### config.mk
export PLATFORM = sky130hd
export DESIGN_NAME = c3lib_strap_ctrl
export DESIGN_NICKNAME = d
export VERILOG_FILES = /design/src/rtl/c3lib_strap_ctrl.sv
export SDC_FILE = /design/constraint.sdc
export NUM_CORES = 1
export LEC_CHECK = 0
export ABC_CLOCK_PERIOD_IN_PS = 3200
export CAP_MARGIN = 20
export CORE_MARGIN = 1
export CORE_UTILIZATION = 53
export DETAILED_ROUTE_END_ITERATION = 7
export PLACE_DENSITY = 0.91
export SYNTH_ARGS = -nofsm -noshare
export SYNTH_HDL_FRONTEND = slang
export SYNTH_SLANG_ARGS = --single-unit
export TNS_END_PERCENT = 1
### constraint.sdc
create_clock -name clk -period 3.2 [get_ports clk]
set_input_delay 0.48 -clock clk [delete_from_list [all_inputs] [get_ports clk]]
set_output_delay 0.48 -clock clk [all_outputs]
set_load 0.01 [all_outputs]
### src/rtl/c3lib_strap_ctrl.sv
// ---------------------------------------------------------------------------
// c3lib_strap_ctrl
//
// Qualifies the raw outputs of a metal-programmable tie-cell strap array and
// presents them as a locked configuration word. The straps must read the
// same value for STABLE_CYC consecutive edges before they are locked. If they
// keep changing, the lock is forced after MAX_RETRY mismatches and
// err_unstable is raised. A relock pulse restarts qualification.
//
// Optional feature (macro C3LIB_STRAP_OVRD_EN):
//   defined   - handshaked runtime override of the locked word
//               (ovrd_req / ovrd_data / ovrd_ack).
//   undefined - override inputs are ignored, ovrd_ack and cfg_src read 0.
//
// Parameters:
//   WIDTH        number of strap bits
//   STABLE_CYC   consecutive identical samples required to lock (>= 2)
//   MAX_RETRY    sample mismatches tolerated before a forced lock (>= 1)
//
// Ports:
//   clk           block clock
//   rst           synchronous active-high reset
//   strap_in      raw strap bits from the tie-cell array
//   relock        single-cycle re-qualification request
//   ovrd_req      override request (level)
//   ovrd_data     override value, stable while ovrd_req is high
//   ovrd_ack      one-cycle pulse when an override is applied
//   cfg_out       qualified configuration word
//   cfg_valid     cfg_out is locked and usable
//   cfg_src       source of cfg_out: 0 = straps, 1 = override
//   err_unstable  sticky: lock was forced after MAX_RETRY mismatches
//
// All outputs are registered.
// ---------------------------------------------------------------------------
module c3lib_strap_ctrl #(
  parameter int unsigned WIDTH      = 8,
  parameter int unsigned STABLE_CYC = 4,
  parameter int unsigned MAX_RETRY  = 15
) (
  input  logic             clk,
  input  logic             rst,
  input  logic [WIDTH-1:0] strap_in,
  input  logic             relock,
  input  logic             ovrd_req,
  input  logic [WIDTH-1:0] ovrd_data,
  output logic             ovrd_ack,
  output logic [WIDTH-1:0] cfg_out,
  output logic             cfg_valid,
  output logic             cfg_src,
  output logic             err_unstable
);

  localparam int unsigned CW = $clog2(STABLE_CYC + 1);
  localparam int unsigned RW = $clog2(MAX_RETRY + 1);

  localparam logic [CW-1:0] CNT_LOCK  = CW'(STABLE_CYC);
  localparam logic [CW-1:0] CNT_ONE   = CW'(1);
  localparam logic [RW-1:0] RETRY_LIM = RW'(MAX_RETRY);

  typedef enum logic {
    ST_SAMPLE = 1'b0,
    ST_LOCKED = 1'b1
  } state_t;

  state_t           r_state;
  state_t           w_state_nxt;
  logic [WIDTH-1:0] r_sample;
  logic [WIDTH-1:0] w_sample_nxt;
  logic [WIDTH-1:0] r_cfg;
  logic [WIDTH-1:0] w_cfg_nxt;
  logic [CW-1:0]    r_cnt;
  logic [CW-1:0]    w_cnt_nxt;
  logic [RW-1:0]    r_retry;
  logic [RW-1:0]    w_retry_nxt;
  logic             r_valid;
  logic             w_valid_nxt;
  logic             r_src;
  logic             w_src_nxt;
  logic             r_err;
  logic             w_err_nxt;

  logic             w_match;
  logic [CW-1:0]    w_cnt_inc;
  logic [RW-1:0]    w_retry_inc;
  logic             w_ovrd_take;

  assign w_match     = (strap_in == r_sample);
  assign w_cnt_inc   = r_cnt + 1'b1;
  assign w_retry_inc = r_retry + 1'b1;

  // -------------------------------------------------------------------------
  // Override handshake
  // -------------------------------------------------------------------------
`ifdef C3LIB_STRAP_OVRD_EN
  logic r_ack;
  logic r_req_seen;

  // relock has priority; a request arriving in SAMPLE stays pending because
  // req_seen only sets on an actual accept.
  assign w_ovrd_take = (r_state == ST_LOCKED) && !relock && ovrd_req && !r_req_seen;

  always_ff @(posedge clk) begin
    if (rst) begin
      r_ack      <= 1'b0;
      r_req_seen <= 1'b0;
    end else begin
      r_ack      <= w_ovrd_take;
      r_req_seen <= ovrd_req ? (r_req_seen | w_ovrd_take) : 1'b0;
    end
  end

  assign ovrd_ack = r_ack;
`else
  logic w_unused_ovrd;

  assign w_unused_ovrd = ovrd_req ^ (^ovrd_data);
  assign w_ovrd_take   = 1'b0;
  assign ovrd_ack      = 1'b0;
`endif

  // -------------------------------------------------------------------------
  // Qualification FSM: next-state / next-output logic
  // -------------------------------------------------------------------------
  always_comb begin
    w_state_nxt  = r_state;
    w_sample_nxt = r_sample;
    w_cfg_nxt    = r_cfg;
    w_cnt_nxt    = r_cnt;
    w_retry_nxt  = r_retry;
    w_valid_nxt  = r_valid;
    w_src_nxt    = r_src;
    w_err_nxt    = r_err;

    case (r_state)
      ST_SAMPLE: begin
        if (relock) begin
          w_cnt_nxt   = '0;
          w_retry_nxt = '0;
        end else if (r_cnt == '0) begin
          w_sample_nxt = strap_in;
          w_cnt_nxt    = CNT_ONE;
        end else if (w_match) begin
          if (w_cnt_inc == CNT_LOCK) begin
            w_cfg_nxt   = r_sample;
            w_valid_nxt = 1'b1;
            w_src_nxt   = 1'b0;
            w_state_nxt = ST_LOCKED;
            w_cnt_nxt   = '0;
            w_retry_nxt = '0;
          end else begin
            w_cnt_nxt = w_cnt_inc;
          end
        end else begin
          w_sample_nxt = strap_in;
          w_cnt_nxt    = CNT_ONE;
          if (w_retry_inc == RETRY_LIM) begin
            // Forced lock takes the newest value. Counters are cleared so a
            // later relock gets a full retry budget again.
            w_cfg_nxt   = strap_in;
            w_valid_nxt = 1'b1;
            w_src_nxt   = 1'b0;
            w_err_nxt   = 1'b1;
            w_state_nxt = ST_LOCKED;
            w_cnt_nxt   = '0;
            w_retry_nxt = '0;
          end else begin
            w_retry_nxt = w_retry_inc;
          end
        end
      end

      ST_LOCKED: begin
        if (relock) begin
          // cfg_out keeps its old value until the next lock.
          w_valid_nxt = 1'b0;
          w_src_nxt   = 1'b0;
          w_cnt_nxt   = '0;
          w_state_nxt = ST_SAMPLE;
        end else if (w_ovrd_take) begin
          w_cfg_nxt = ovrd_data;
          w_src_nxt = 1'b1;
        end
      end

      default: begin
        w_state_nxt = ST_SAMPLE;
      end
    endcase
  end

  // -------------------------------------------------------------------------
  // State and output registers
  // -------------------------------------------------------------------------
  always_ff @(posedge clk) begin
    if (rst) begin
      r_state  <= ST_SAMPLE;
      r_sample <= '0;
      r_cfg    <= '0;
      r_cnt    <= '0;
      r_retry  <= '0;
      r_valid  <= 1'b0;
      r_src    <= 1'b0;
      r_err    <= 1'b0;
    end else begin
      r_state  <= w_state_nxt;
      r_sample <= w_sample_nxt;
      r_cfg    <= w_cfg_nxt;
      r_cnt    <= w_cnt_nxt;
      r_retry  <= w_retry_nxt;
      r_valid  <= w_valid_nxt;
      r_src    <= w_src_nxt;
      r_err    <= w_err_nxt;
    end
  end

  assign cfg_out      = r_cfg;
  assign cfg_valid    = r_valid;
  assign cfg_src      = r_src;
  assign err_unstable = r_err;

endmodule

==> metrics.txt <==
Synth top area share=0.368; Flop pwr share=0.617; Non-Filler Instances=just under 200; layout cells sized above 1=0.161; drt pass-1 iters=5; commonest non-fill, non-tap cells in the layout=dfxtp_1, clkdlybuf4s50_1, or2b_2, mux2i_1, nor2_1; Hold Vio Cnt, Final=0; dominant cell type by area after synthesis=dfxtp_1; switch share=0.248; status=complete, no violations; #FFs+latches synth=26; Vias/cell=around 5.5; final slew viol count=0; clk buf depth=2; Final HPWL DP=roughly 2.1 mm; vias in the first global route=1033; cell leakage power=around 0.00063 µW; CTS Root Cell=clkbuf_4; DRC Markers=0; f_max=413 MHz; kind of critical path=in2reg; post-CTS setup buffers=0; worst hold path type=reg2reg; post-route ant nets=0; Pwr per Cell Area=roughly 330 mW/mm²; Fill cells=about 200; DR iter-0 viols=19; largest net degree at the start of global routing=35; Die Footprint=around 0.0029 mm²; multi-input logic area=825 µm²; combinational share of power=0.131; VDD IR-drop max=0.000256 V; mapped cell area=0.00141 mm²; unrepaired setup endpoints after global routing=false; clk_skew=0.00583 ns; FP Rows=18; number of synthesized flops with an enable pin=0; register area=about 520 µm²; most common cell after layout, fill and taps aside=dfxtp_1; crit path DAT=roughly 2.7 ns; max-cap violations=0; ys flop type=dfxtp_1; Overall Global Routing Usage=0.230; worst slew pin tran=about 1.1 ns; WL/cell=14.0 µm; Setup crit start kind=input pin; hold slack=0.491 ns; post-CTS sizing=0; CTS buffer count=3; CTS clock-pin slew for the worst setup and hold paths=between 0.1 and 0.15 ns; Slew headroom=0.272; clock power share=0.252; I/O pin count=32; Period minus WS final=between 2 and 2.5 ns; clk_lat worst skew=0.32 ns; Worst Path Max Fanout=8; Inst Count DP=roughly 200; Sw Pwr=136 µW; ys async rst share=0; initial antenna violation count=0; Area Overhead vs Synth=15.5%; Synth area leaders=dfxtp_1, mux2i_1, or2b_2; internal power=about 410 µW; first-pass GRT wire length=between 4 and 5 mm; final core utilization=0.653; die width=~54 µm; Period Utilization, post-route=0.757; sequential area share after synthesis=0.368; via count=around 1.1k; n_diodes=0; Final setup viols=0; Die Y=53.6 µm; post-layout net count=roughly 200; worst endpoint required time=around 3.5 ns; hold_buf cts=0; GP Congestion=0.866; Setup Total Neg Slack=0 ns; Mean Syn Cell Area=between 9 and 10 µm²; overflow left after global routing=0; CTS Sinks=26; CTS tree=done; Port-buffer cells=20; CP endpoint kind=flip-flop; Initial Util=0.565; Cells after Synth=150; final WL=around 2.8 mm; H-tree depth=1; core area=approximately 0.0025 mm²; Synth cell types=35; YS warnings=0
==> state kept, by name, indices dropped and copies added (netlist names) <==
name          cells
r_cnt             3
r_retry           4
cfg_valid         1
r_state           1
cfg_out           8
err_unstable      1
r_sample          8
==> cell usage after synthesis, types with 4 or more instances <==
master and count:
dfxtp_1 26, mux2i_1 16, or2b_2 16, nor2_1 15, nand2_1 10, xnor2_1 8, inv_1 7, a21oi_1 5
ha_1 5, o21ai_0 5, a31oi_1 4
==> logic make-up after synthesis <==
kind of cell / Yosys count / share of synthesized area
AND/OR/NAND/NOR: 56 / 0.246
flip-flops: 26 / 0.368
AO/OA/AOI/OAI: 24 / 0.119
multiplexers: 16 / 0.113
buffers and inverters: 13 / 0.0505
XOR/XNOR: 9 / 0.0558
adder cells (fa/ha/maj): 5 / 0.0443
other: 1 / 0.00265
==> per-stage QoR <==
step           area [µm²]  total power, µW  setup slack (ns)
3_5_place_dp         1610              415             0.427
5_1_grt              1630              577             0.596
4_1_cts              1630              551             0.765
2_1_floorplan        1420              393              1.31
6_report             1630              546             0.777
3_3_place_gp         1610              412             0.479
==> path summary, 6_finish.rpt <==
kind | startpoint | end | slack, ns | cells past startpoint
worst max-delay path | strap_in[1] | cfg_out[0] | 0.78 | 7
worst max register to register | r_sample[1] | cfg_out[0] | 1.08 | 6
worst min register to register | err_unstable | err_unstable | 0.49 | 2
worst min-delay path | err_unstable | err_unstable | 0.49 | 2
==> power by group through the flow <==
| stage | registers, µW | logic [µW] | clock network [µW] |
|---|---|---|---|
| 2_1_floorplan | 342 | 50.4 | 0 |
| 3_3_place_gp | 343 | 68.6 | 0 |
| 3_5_place_dp | 344 | 71.3 | 0 |
| 4_1_cts | 337 | 71.7 | 143 |
| 5_1_grt | 338 | 78.7 | 160 |
| 6_report | 337 | 71.7 | 137 |
==> per-layer routing <==
metal | vias up | part of all wire | global-route usage
met1 | 508 | 0.45 | 0.286
met4 | 0 | 0.029 | 0.145
met2 | 27 | 0.49 | 0.373
met5 | - | 0 | 0
met3 | 8 | 0.029 | 0.0311
li1 | 545 | - | -
==> final cells by class <==
| type | count | area share |
|---|---|---|
| sequential | 26 | 0.319 |
| inverter | 7 | 0.0161 |
| clock buffer | 3 | 0.0138 |
| multi-input combinational | 112 | 0.505 |
| timing repair buffer | 20 | 0.123 |
| tap | 30 | 0.0230 |
==> worst max-delay path, stage by stage <==
cell             delay, ns
clkdlybuf4s50_1       0.52
xnor2_1               0.14
nand2_1               0.13
or4_4                 0.59
nor2_2                0.14
o21a_1                0.44
mux2i_1               0.25
Note: power is estimated with default switching activity, not from simulation.
